### config.mk
export PLATFORM = sky130hd
export DESIGN_NAME = i2c_adc_seq_flat
export DESIGN_NICKNAME = d
export VERILOG_FILES = /design/src/rtl/i2c_pkg.sv /design/src/rtl/i2c_adc_seq_if.sv /design/src/rtl/i2c_step_rom.sv /design/src/rtl/i2c_adc_seq.sv /design/src/flat_wrapper.sv
export SDC_FILE = /design/constraint.sdc
export NUM_CORES = 1
export LEC_CHECK = 0
export CORE_ASPECT_RATIO = 1.5
export CORE_MARGIN = 1.5
export CORE_UTILIZATION = 35
export DETAILED_ROUTE_END_ITERATION = 7
export GPL_TIMING_DRIVEN = 0
export HOLD_SLACK_MARGIN = 0.05
export PLACE_DENSITY = 0.65
export SLEW_MARGIN = 20
export SYNTH_ARGS = -nofsm -noshare
export SYNTH_HDL_FRONTEND = slang
export SYNTH_HIERARCHICAL = 1
export SYNTH_SLANG_ARGS = --single-unit
### constraint.sdc
create_clock -name i_clk -period 2.81 [get_ports i_clk]
set_clock_uncertainty 0.05 [all_clocks]
set_input_delay 0.281 -clock i_clk [delete_from_list [all_inputs] [get_ports i_clk]]
set_output_delay 0.281 -clock i_clk [all_outputs]
set_load 0.005 [all_outputs]
### src/rtl/i2c_pkg.sv
// Shared encodings for the ADS1115 command sequencer: master commands,
// sequencer states and the step-table entry format.
package i2c_pkg;

  localparam logic [2:0] CMD_NONE      = 3'd0;
  localparam logic [2:0] CMD_START     = 3'd1;
  localparam logic [2:0] CMD_SEND      = 3'd2;
  localparam logic [2:0] CMD_RECV_ACK  = 3'd3;
  localparam logic [2:0] CMD_RECV_NACK = 3'd4;
  localparam logic [2:0] CMD_STOP      = 3'd5;

  // Which parameter a SEND step transmits
  localparam logic [2:0] WS_NONE     = 3'd0;
  localparam logic [2:0] WS_AW       = 3'd1;
  localparam logic [2:0] WS_AR       = 3'd2;
  localparam logic [2:0] WS_PTR_CFG  = 3'd3;
  localparam logic [2:0] WS_PTR_CONV = 3'd4;
  localparam logic [2:0] WS_CFG_HI   = 3'd5;
  localparam logic [2:0] WS_CFG_LO   = 3'd6;

  typedef enum logic [1:0] {
    SEQ_RECOVER = 2'd0,
    SEQ_CFG     = 2'd1,
    SEQ_IDLE    = 2'd2,
    SEQ_READ    = 2'd3
  } seq_state_e;

  typedef enum logic [1:0] {
    PH_PARK    = 2'd0,
    PH_ISSUE   = 2'd1,
    PH_WAIT_HI = 2'd2,
    PH_WAIT_LO = 2'd3
  } phase_e;

  typedef enum logic [1:0] {
    TBL_RECOVER = 2'd0,
    TBL_CFG     = 2'd1,
    TBL_READ    = 2'd2
  } tbl_sel_e;

  typedef struct packed {
    logic [2:0] cmd;
    logic [2:0] wsel;
    logic       cap_hi;
    logic       cap_lo;
    logic       last;
  } step_t;

  function automatic step_t mk_step(logic [2:0] cmd, logic [2:0] wsel,
                                    logic cap_hi, logic cap_lo, logic last);
    return {cmd, wsel, cap_hi, cap_lo, last};
  endfunction

endpackage

### src/rtl/i2c_adc_seq_if.sv
// Byte-level command handshake between the sequencer (master side) and the
// i2c_rw bus engine (slave side).
interface i2c_adc_seq_if;
  logic       go;
  logic [2:0] cmd;
  logic [7:0] wdata;
  logic [7:0] rdata;
  logic       busy;

  modport master (output go, cmd, wdata, input rdata, busy);
  modport slave  (input go, cmd, wdata, output rdata, busy);
endinterface

### src/rtl/i2c_step_rom.sv
// Command step tables for bus recovery, ADC configuration and conversion readout.
module i2c_step_rom
  import i2c_pkg::*;
#(
  parameter logic [6:0]  DEV_ADDR = 7'h48,
  parameter logic [15:0] CFG_WORD = 16'hC283,
  parameter logic [7:0]  PTR_CFG  = 8'h01,
  parameter logic [7:0]  PTR_CONV = 8'h00
) (
  input  tbl_sel_e   i_tbl,
  input  logic [3:0] i_step,
  output step_t      o_entry,
  output logic [7:0] o_wdata
);

  always_comb begin
    o_entry = mk_step(CMD_STOP, WS_NONE, 1'b0, 1'b0, 1'b1);
    case (i_tbl)
      TBL_CFG: begin
        case (i_step)
          4'd0:    o_entry = mk_step(CMD_START, WS_NONE,    1'b0, 1'b0, 1'b0);
          4'd1:    o_entry = mk_step(CMD_SEND,  WS_AW,      1'b0, 1'b0, 1'b0);
          4'd2:    o_entry = mk_step(CMD_SEND,  WS_PTR_CFG, 1'b0, 1'b0, 1'b0);
          4'd3:    o_entry = mk_step(CMD_SEND,  WS_CFG_HI,  1'b0, 1'b0, 1'b0);
          4'd4:    o_entry = mk_step(CMD_SEND,  WS_CFG_LO,  1'b0, 1'b0, 1'b0);
          default: o_entry = mk_step(CMD_STOP,  WS_NONE,    1'b0, 1'b0, 1'b1);
        endcase
      end
      TBL_READ: begin
        case (i_step)
          4'd0:    o_entry = mk_step(CMD_START,     WS_NONE,     1'b0, 1'b0, 1'b0);
          4'd1:    o_entry = mk_step(CMD_SEND,      WS_AW,       1'b0, 1'b0, 1'b0);
          4'd2:    o_entry = mk_step(CMD_SEND,      WS_PTR_CONV, 1'b0, 1'b0, 1'b0);
          4'd3:    o_entry = mk_step(CMD_STOP,      WS_NONE,     1'b0, 1'b0, 1'b0);
          4'd4:    o_entry = mk_step(CMD_START,     WS_NONE,     1'b0, 1'b0, 1'b0);
          4'd5:    o_entry = mk_step(CMD_SEND,      WS_AR,       1'b0, 1'b0, 1'b0);
          4'd6:    o_entry = mk_step(CMD_RECV_ACK,  WS_NONE,     1'b1, 1'b0, 1'b0);
          4'd7:    o_entry = mk_step(CMD_RECV_NACK, WS_NONE,     1'b0, 1'b1, 1'b0);
          default: o_entry = mk_step(CMD_STOP,      WS_NONE,     1'b0, 1'b0, 1'b1);
        endcase
      end
      default: o_entry = mk_step(CMD_STOP, WS_NONE, 1'b0, 1'b0, 1'b1);
    endcase
  end

  always_comb begin
    o_wdata = 8'h00;
    case (o_entry.wsel)
      WS_AW:       o_wdata = {DEV_ADDR, 1'b0};
      WS_AR:       o_wdata = {DEV_ADDR, 1'b1};
      WS_PTR_CFG:  o_wdata = PTR_CFG;
      WS_PTR_CONV: o_wdata = PTR_CONV;
      WS_CFG_HI:   o_wdata = CFG_WORD[15:8];
      WS_CFG_LO:   o_wdata = CFG_WORD[7:0];
      default:     o_wdata = 8'h00;
    endcase
  end

endmodule

### src/rtl/i2c_adc_seq.sv
// Sequencer driving an i2c_rw master: one-time ADC configuration, then periodic
// 16-bit conversion reads presented as o_sample with a one-cycle strobe.
// state   | meaning
// RECOVER | wait for bus idle, issue one STOP, then configure
// CFG     | write CFG_WORD to the config register, then set o_cfg_done
// IDLE    | wait for enable and period elapsed
// READ    | pointer write + 2-byte read of the conversion register
module i2c_adc_seq
  import i2c_pkg::*;
#(
  parameter logic [6:0]  DEV_ADDR = 7'h48,
  parameter logic [15:0] CFG_WORD = 16'hC283,
  parameter logic [7:0]  PTR_CFG  = 8'h01,
  parameter logic [7:0]  PTR_CONV = 8'h00,
  parameter int unsigned PERIOD   = 120000,
  parameter int unsigned BUSY_TMO = 15
) (
  input  logic                 i_clk,
  input  logic                 i_rst,
  input  logic                 i_enable,
  i2c_adc_seq_if.master        io_i2c,
  output logic [15:0]          o_sample,
  output logic                 o_sample_valid,
  output logic                 o_cfg_done,
  output logic                 o_err
);

  localparam int CNT_W = $clog2(PERIOD);
  localparam int TMO_W = $clog2(BUSY_TMO + 1);
  localparam logic [CNT_W-1:0] PERIOD_M1 = CNT_W'(PERIOD - 1);
  localparam logic [TMO_W-1:0] TMO_LOAD  = TMO_W'(BUSY_TMO);

  seq_state_e       r_state, w_state_nxt;
  phase_e           r_phase, w_phase_nxt;
  logic [3:0]       r_step, w_step_nxt;
  logic [CNT_W-1:0] r_period_cnt;
  logic [TMO_W-1:0] r_tmo_cnt;
  logic             r_go;
  logic [2:0]       r_cmd;
  logic [7:0]       r_wdata;
  logic [7:0]       r_hi, r_lo;
  logic [15:0]      r_sample;
  logic             r_sample_valid, r_cfg_done, r_err;

  tbl_sel_e   w_tbl;
  step_t      w_entry;
  logic [7:0] w_rom_wdata;
  logic       w_issue, w_step_done, w_tmo, w_start_read;

  always_comb begin
    w_tbl = TBL_RECOVER;
    if (r_state == SEQ_CFG)       w_tbl = TBL_CFG;
    else if (r_state == SEQ_READ) w_tbl = TBL_READ;
  end

  i2c_step_rom #(
    .DEV_ADDR (DEV_ADDR),
    .CFG_WORD (CFG_WORD),
    .PTR_CFG  (PTR_CFG),
    .PTR_CONV (PTR_CONV)
  ) u_rom (
    .i_tbl   (w_tbl),
    .i_step  (r_step),
    .o_entry (w_entry),
    .o_wdata (w_rom_wdata)
  );

  always_comb begin
    w_state_nxt  = r_state;
    w_phase_nxt  = r_phase;
    w_step_nxt   = r_step;
    w_issue      = 1'b0;
    w_step_done  = 1'b0;
    w_tmo        = 1'b0;
    w_start_read = 1'b0;
    if (r_state == SEQ_IDLE) begin
      if (i_enable && (r_period_cnt >= PERIOD_M1)) begin
        w_start_read = 1'b1;
        w_state_nxt  = SEQ_READ;
        w_phase_nxt  = PH_ISSUE;
        w_step_nxt   = 4'd0;
      end
    end else begin
      case (r_phase)
        PH_PARK: if (!io_i2c.busy) w_phase_nxt = PH_ISSUE;
        PH_ISSUE: begin
          w_issue     = 1'b1;
          w_phase_nxt = PH_WAIT_HI;
        end
        PH_WAIT_HI: begin
          if (io_i2c.busy) begin
            w_phase_nxt = PH_WAIT_LO;
          end else if (r_tmo_cnt == '0) begin
            w_tmo       = 1'b1;
            w_state_nxt = SEQ_RECOVER;
            w_phase_nxt = PH_PARK;
            w_step_nxt  = 4'd0;
          end
        end
        default: begin
          if (!io_i2c.busy) begin
            w_step_done = 1'b1;
            w_phase_nxt = PH_ISSUE;
            if (w_entry.last) begin
              w_step_nxt  = 4'd0;
              w_state_nxt = (r_state == SEQ_RECOVER) ? SEQ_CFG : SEQ_IDLE;
            end else begin
              w_step_nxt = r_step + 4'd1;
            end
          end
        end
      endcase
    end
  end

  always_ff @(posedge i_clk) begin
    if (i_rst) begin
      r_state        <= SEQ_RECOVER;
      r_phase        <= PH_PARK;
      r_step         <= 4'd0;
      r_period_cnt   <= '0;
      r_tmo_cnt      <= '0;
      r_go           <= 1'b0;
      r_cmd          <= CMD_NONE;
      r_wdata        <= 8'h00;
      r_hi           <= 8'h00;
      r_lo           <= 8'h00;
      r_sample       <= 16'h0000;
      r_sample_valid <= 1'b0;
      r_cfg_done     <= 1'b0;
      r_err          <= 1'b0;
    end else begin
      r_state        <= w_state_nxt;
      r_phase        <= w_phase_nxt;
      r_step         <= w_step_nxt;
      r_go           <= w_issue;
      r_sample_valid <= 1'b0;
      if (w_issue) begin
        r_cmd     <= w_entry.cmd;
        r_wdata   <= (w_entry.wsel != WS_NONE) ? w_rom_wdata : 8'h00;
        r_tmo_cnt <= TMO_LOAD;
      end else if ((r_phase == PH_WAIT_HI) && (r_tmo_cnt != '0)) begin
        r_tmo_cnt <= r_tmo_cnt - TMO_W'(1);
      end
      // Saturating so an overrun READ restarts immediately on return to IDLE
      if (w_start_read)                 r_period_cnt <= '0;
      else if (r_period_cnt < PERIOD_M1) r_period_cnt <= r_period_cnt + CNT_W'(1);
      if (w_tmo) r_err <= 1'b1;
      if (w_step_done) begin
        if (w_entry.cap_hi) r_hi <= io_i2c.rdata;
        if (w_entry.cap_lo) r_lo <= io_i2c.rdata;
        if (w_entry.last && (r_state == SEQ_CFG)) r_cfg_done <= 1'b1;
        if (w_entry.last && (r_state == SEQ_READ)) begin
          r_sample       <= {r_hi, r_lo};
          r_sample_valid <= 1'b1;
        end
      end
    end
  end

  assign io_i2c.go    = r_go;
  assign io_i2c.cmd   = r_cmd;
  assign io_i2c.wdata = r_wdata;
  assign o_sample       = r_sample;
  assign o_sample_valid = r_sample_valid;
  assign o_cfg_done     = r_cfg_done;
  assign o_err          = r_err;

endmodule
### src/flat_wrapper.sv
// flat-port wrapper written by rule: the top's interface ports become plain ports
module i2c_adc_seq_flat import i2c_pkg::*;
#(
  parameter logic [6:0]  DEV_ADDR = 7'h48,
  parameter logic [15:0] CFG_WORD = 16'hC283,
  parameter logic [7:0]  PTR_CFG  = 8'h01,
  parameter logic [7:0]  PTR_CONV = 8'h00,
  parameter int unsigned PERIOD   = 120000,
  parameter int unsigned BUSY_TMO = 15
)
  (i_clk, i_rst, i_enable, o_sample, o_sample_valid, o_cfg_done, o_err, io_i2c_go, io_i2c_cmd, io_i2c_wdata, io_i2c_rdata, io_i2c_busy);
  i2c_adc_seq_if io_i2c_i ();
  input  logic i_clk;
  input  logic i_rst;
  input  logic i_enable;
  output logic [15:0] o_sample;
  output logic o_sample_valid;
  output logic o_cfg_done;
  output logic o_err;
  output wire logic [$bits(io_i2c_i.go)-1:0] io_i2c_go;
  output wire logic [$bits(io_i2c_i.cmd)-1:0] io_i2c_cmd;
  output wire logic [$bits(io_i2c_i.wdata)-1:0] io_i2c_wdata;
  input wire logic [$bits(io_i2c_i.rdata)-1:0] io_i2c_rdata;
  input wire logic [$bits(io_i2c_i.busy)-1:0] io_i2c_busy;
  assign io_i2c_go = io_i2c_i.go;
  assign io_i2c_cmd = io_i2c_i.cmd;
  assign io_i2c_wdata = io_i2c_i.wdata;
  assign io_i2c_i.rdata = io_i2c_rdata;
  assign io_i2c_i.busy = io_i2c_busy;
  i2c_adc_seq #(.DEV_ADDR(DEV_ADDR), .CFG_WORD(CFG_WORD), .PTR_CFG(PTR_CFG), .PTR_CONV(PTR_CONV), .PERIOD(PERIOD), .BUSY_TMO(BUSY_TMO)) u_core (.i_clk(i_clk), .i_rst(i_rst), .i_enable(i_enable), .io_i2c(io_i2c_i), .o_sample(o_sample), .o_sample_valid(o_sample_valid), .o_cfg_done(o_cfg_done), .o_err(o_err));
endmodule
# Word-level counts from Yosys, hierarchy flattened
# Memory sizes are Yosys's and may differ from the RTL's. A register that Yosys moved wholly into a read port is not among the register bits.
# Cells that the tools add are included.
# W data, S select, Z words.
op_classes:
  div_mod_pow: 0
  n_addsub: 3
  mul: 0
  bitwise: 1
  muxes: 43
  shift: 0
  n_reduce_logical: 23
  magnitude_cmp: 2
  eq_ne: 22
op_table:
  columns: ["operator", "count"]
  rows:
  - ["$pmux W9 S5", 1]
  - ["$pmux W8 S5", 1]
  - ["$mux W4", 8]
  - ["$mux W2", 13]
  - ["$pmux W9 S2", 1]
  - ["$add A17 B1 Y17 const B", 1]
  - ["$ge A17 B17 Y1 const B", 1]
  - ["$lt A17 B17 Y1 const B", 1]
  - ["$mux W1", 12]
  - ["$mux W9", 1]
  - ["$eq A2 B2 Y1 const B", 4]
  - ["$eq A4 B2 Y1 const B", 2]
  - ["$logic_not A4 Y1", 2]
  - ["$mux W8", 1]
  - ["$pmux W2 S2", 2]
  - ["$pmux W4 S2", 1]
  - ["$reduce_and A2 Y1", 4]
  - ["$eq A2 B1 Y1 const B", 3]
  - ["$eq A3 B2 Y1 const B", 2]
  - ["$eq A3 B3 Y1 const B", 2]
  - ["$mux W3", 2]
  - ["$reduce_bool A3 Y1", 2]
  - ["$reduce_or A2 Y1", 3]
  - ["$reduce_and A5 Y1", 1]
  - ["other kinds (18)", 23]
totals:
  ramBits: 0
  register_bits: 76
  output_inout_bits: 31
  elab_cells: 109
  memories: 1
  romBits: 64
  latch_bits: 0
  input_bits: 12
memory_table:
  columns: ["name", "words", "word_bits", "read_ports", "rd_clocked_by_memory_dff", "write_ports", "line_no", "text"]
  rows:
  - ["(no name shown)", 8, 8, 1, 1, 0, "i2c_step_rom.sv:30", "case (i_step)"]

# Logic depth before layout (Yosys ltp)
logic_depth:
  ltp_word: 11
  depth_mapped: 12
  depth_no_buf: 11

# Hierarchy
# The synthesis kept the hierarchy.
by_module_without_submodules:
  columns: ["module", "cells_each", "area_each_um2", "seq_area_each_um2", "instances"]
  rows:
  - ["i2c_adc_seq", 372, 3291.9, 1521.5, 1]
  - ["i2c_step_rom", 54, 407.9, 0.0, 1]

# Worst setup path after synthesis
# No wires, ideal clock.
synth_timing:
  kind: "register to register"
  startpoint: "reg u_core.r_step[0]"
  endpoint: "reg u_core.r_sample[10] (netlist: u_core/o_sample[10])"
  setup_time_ns: 0.128
  path_buffers: 2
  setup_slack_ns: 0.192
  stages_incl_launch_ff: 12
  required_time_ns: 2.632
  period_less_slack_ns: 2.618
  t_arrival_ns: 2.440
  path_cell_list: "dfxtp_1 -> ha_1 -> nor4_1 -> or3_1 -> a31oi_1 -> nand2_1 -> nand2_1 -> or3_1 -> clkbuf_1 -> buf_2 -> mux2i_1 -> nor2_1"
synth_lines:
  columns: ["item", "line_no", "text"]
  rows:
  - ["from (decl)", "i2c_adc_seq.sv:35", "logic [3:0] r_step, w_step_nxt;"]
  - ["from (signal assigned)", "i2c_adc_seq.sv:135", "r_step <= w_step_nxt;"]
  - ["to (signal assigned)", "i2c_adc_seq.sv:154", "r_sample <= {r_hi, r_lo};"]
  - ["to (decl)", "i2c_adc_seq.sv:42", "logic [15:0] r_sample;"]

==> flow_summary.yaml <==
run:
  drv_cap: 0
final_layout:
  nNetsFinal: 505
  num_antenna_cells: 0
  stdcell_count: 625
  seqCellArea_sq_um: 1530
  num-fill-cells: 990
  areaGrowthSynthToFinish_pct: 26.0
  drive_gt1_share_pct: 12.4
  multi_input_area_sq_um: 2040
worst_setup_path:
  worstPathRequired_ns: 3.03
  critical_path_class: "reg -> reg"
  worstSetupEndpoint: "u_core/r_step[3]"
  crit_fanout: 8
  start_kind: "flop"
  reg2reg_from: "u_core/r_step[0]"
  worst-r2r-setup-slack_ns: 0.17
  rr_worst_depth: 11
  crit_path_start: "u_core/r_step[0]"
  arrival_ns: 2.86
  r2r_end: "u_core/r_step[3]"
  cp-end-kind: "flop"
floorplanning:
  core_area_sq_um: 10200
  dieHeight_microns: 129
  floorplan.rows: 45
  die_area_sq_um: 11200
  initial_core_util_pct: 36.3
  io_pins: 43
  fp.dieW_microns: 86.9
sta:
  worst_pin_slew_ns: 0.694
  finalSetupTns_ns: 0
  max_clock_freq_ghz: 0.378
  report.final.slew_viol_count: 0
  hold_viol: 0
  rsz0062_at_grt: "false"
  period_share_pct: 94.1
  slew_headroom_pct: 53.5
  min_period_ns: 2.64
  fin_ws_ns: 0.167
  finalSetupViolCount: 0
grt:
  grt_max_degree: 14
  grt_overflow: 0
  grt_usage_pct: 16.4
  antenna_found_initial: 0
  grt_pass1_vias: 3012
  grt_pass1_wl_microns: 14400
yosys:
  syn_area_per_cell_sq_um: 8.68
  synth-seq-cells: 76
  synth_edf_count: 0
  yosysWarnings: 6
  yosysSeqAreaShare_pct: 41.1
  ys_types: 61
  syn-instance-count: 426
  synth_flop_cell: "dfxtp_1"
  synth_area_sq_um: 3700
  async_flop_share_pct: 0
clock_network:
  postCtsHoldBufs: 0
  clock-root-buffer: "clkbuf_16"
  clk_pin_slew_ns: 0.06
  tritoncts: "done"
  h-tree-depth: 3
  clockBufferDepth: 2
  numCtsBuffers: 9
  cts_setup_buffers: 0
  clock_latency_ns: 0.34
  clock_sinks: 76
power_and_ir_drop:
  ir_drop_v: 0.000382
  p_total_w: 0.00309
  p_leak_nw: 1.69
  powerDensity_nw_per_um2: 663
routing:
  drc: 0
  firstDrtPassIters: 4
  antenna_left: 0
  vias: 3243
  viasPerCell: 5.19
  routed_wl_microns: 8810
  routedWlPerCell_microns: 14.1
  drtIter0Drc: 151
place:
  port_buffers: 42
  dp_slack_ns: -0.326
  place.gp.congestion: 0.841
  hpwlAfterDp_microns: 6430
  dp_cells: 611
hold_path:
  holdCritStartpoint: "u_core/r_hi[7]"
  hold_class: "reg -> reg"
run_status:
  outcome: "finished, final reports clean"
==> layout make-up <==
type                            count  area share, %
Sequential cell                    76           32.7
Inverter                           17           1.37
Buffer                             21           2.55
Clock inverter                      5           1.80
Tap cell                          141           3.78
Multi-Input combinational cell    313           43.7
Timing Repair Buffer               42           9.02
Clock buffer                       10           5.12
==> worst min path at each step <==
stage | end | slack (ns) | depth (start not counted)
floorplan | u_core/r_hi[1] | 0.38 | 2
global placement | u_core/r_lo[4] | 0.40 | 2
detailed placement | u_core/r_lo[4] | 0.40 | 2
CTS | u_core/r_lo[4] | 0.41 | 2
global route | u_core/r_hi[3] | 0.43 | 2
finish | u_core/r_hi[7] | 0.41 | 2
==> what timing repair did <==
item	4_1_cts	5_1_grt
cloned	0	0
hold endpoints to repair	0	0
resized for setup	3	11
pin swaps	0	0
endpoints found under the setup margin	11	15
==> flip-flops by register name (all words and copies together) (netlist names), named ones only <==
register               flops
u_core/r_hi                8
u_core/o_sample_valid      1
u_core/r_phase             2
u_core/r_period_cnt       17
u_core/r_tmo_cnt           4
u_core/r_lo                8
u_core/r_state             1
u_core/o_sample           16
u_core/io_i2c.go           1
u_core/io_i2c.cmd          3
u_core/io_i2c.wdata        8
u_core/r_step              4
u_core/o_err               1
u_core/o_cfg_done          1
==> cells in the final DEF, fill, tap and decap left out, types with 8 or more instances in the layout <==
cell	netlist	layout
a21oi_1	41	41
a22oi_1	8	8
clkbuf_1	11	10
clkbuf_16	0	9
clkdlybuf4s50_1	0	42
dfxtp_1	76	73
ha_1	13	9
inv_1	17	17
mux2i_1	21	21
nand2_1	41	40
nand3_1	29	29
nor2_1	47	45
==> where the power goes <==
group          switching [W]  internal, W
sequential         0.0000685      0.00115
combinational       0.000361     0.000257
clock               0.000454     0.000799
==> cells by family after synthesis <==
group	after synthesis	synth area share, %
buffers and inverters	39	4.97
flip-flops	76	41.1
other	1	0.101
XOR/XNOR	9	2.13
multiplexers	22	5.99
AND/OR/NAND/NOR	171	23.4
adder cells (fa/ha/maj)	13	4.40
AO/OA/AOI/OAI	95	17.9
==> cells in the mapped netlist (all sizes together) (3+ instances only) <==
cell	count	share of area (%)
dfxtp	76	41
nor2	47	4.8
a21oi	41	5.5
nand2	41	4.2
nand3	29	3.9
mux2i	21	5.7
inv	17	1.7
ha	13	4.4
buf	11	2.1
clkbuf	11	1.1
a22oi	8	1.6
a211oi	7	1.4
o31ai	7	1.4
or4	7	1.4
xnor2	7	1.7
o21ai	6	1.0
nor3	5	0.68
o211ai	5	1.0
or3	5	0.88
a31oi	4	0.68
nand4	4	0.68
nor2b	4	0.68
and2	3	0.51
and3	3	0.57
nand3b	3	0.61
nor4	3	0.51
==> metrics by stage <==
step	util [%]	hold slack, ns	instance area [sq um]
after floorplan	-	0.377	3710
after global placement	42.2	0.397	4300
after detailed placement	42.2	0.401	4300
after CTS	45.5	0.410	4630
after global routing	45.8	0.427	4660
final	45.8	0.410	4660
==> routing by layer <==
layer	track usage, %	up-vias	share of wire (%)
met1	18.3	1551	42
met2	29.5	49	54
met3	2.44	10	2.4
li1	-	1633	-
met4	8.92	0	1.6
met5	0	-	0
==> worst max-delay path: stages (launching register included) <==
cell and delay [ns]:
dfxtp_2 0.37, inv_1 0.10, ha_2 0.21, nor4_1 0.07, or3_1 0.37, a31oi_2 0.22, nand2_2 0.12, or2_2 0.33
nor2_4 0.13, nand2_1 0.08, or3_1 0.37, a31oi_1 0.16
Note: power is estimated with default switching activity, not from simulation.
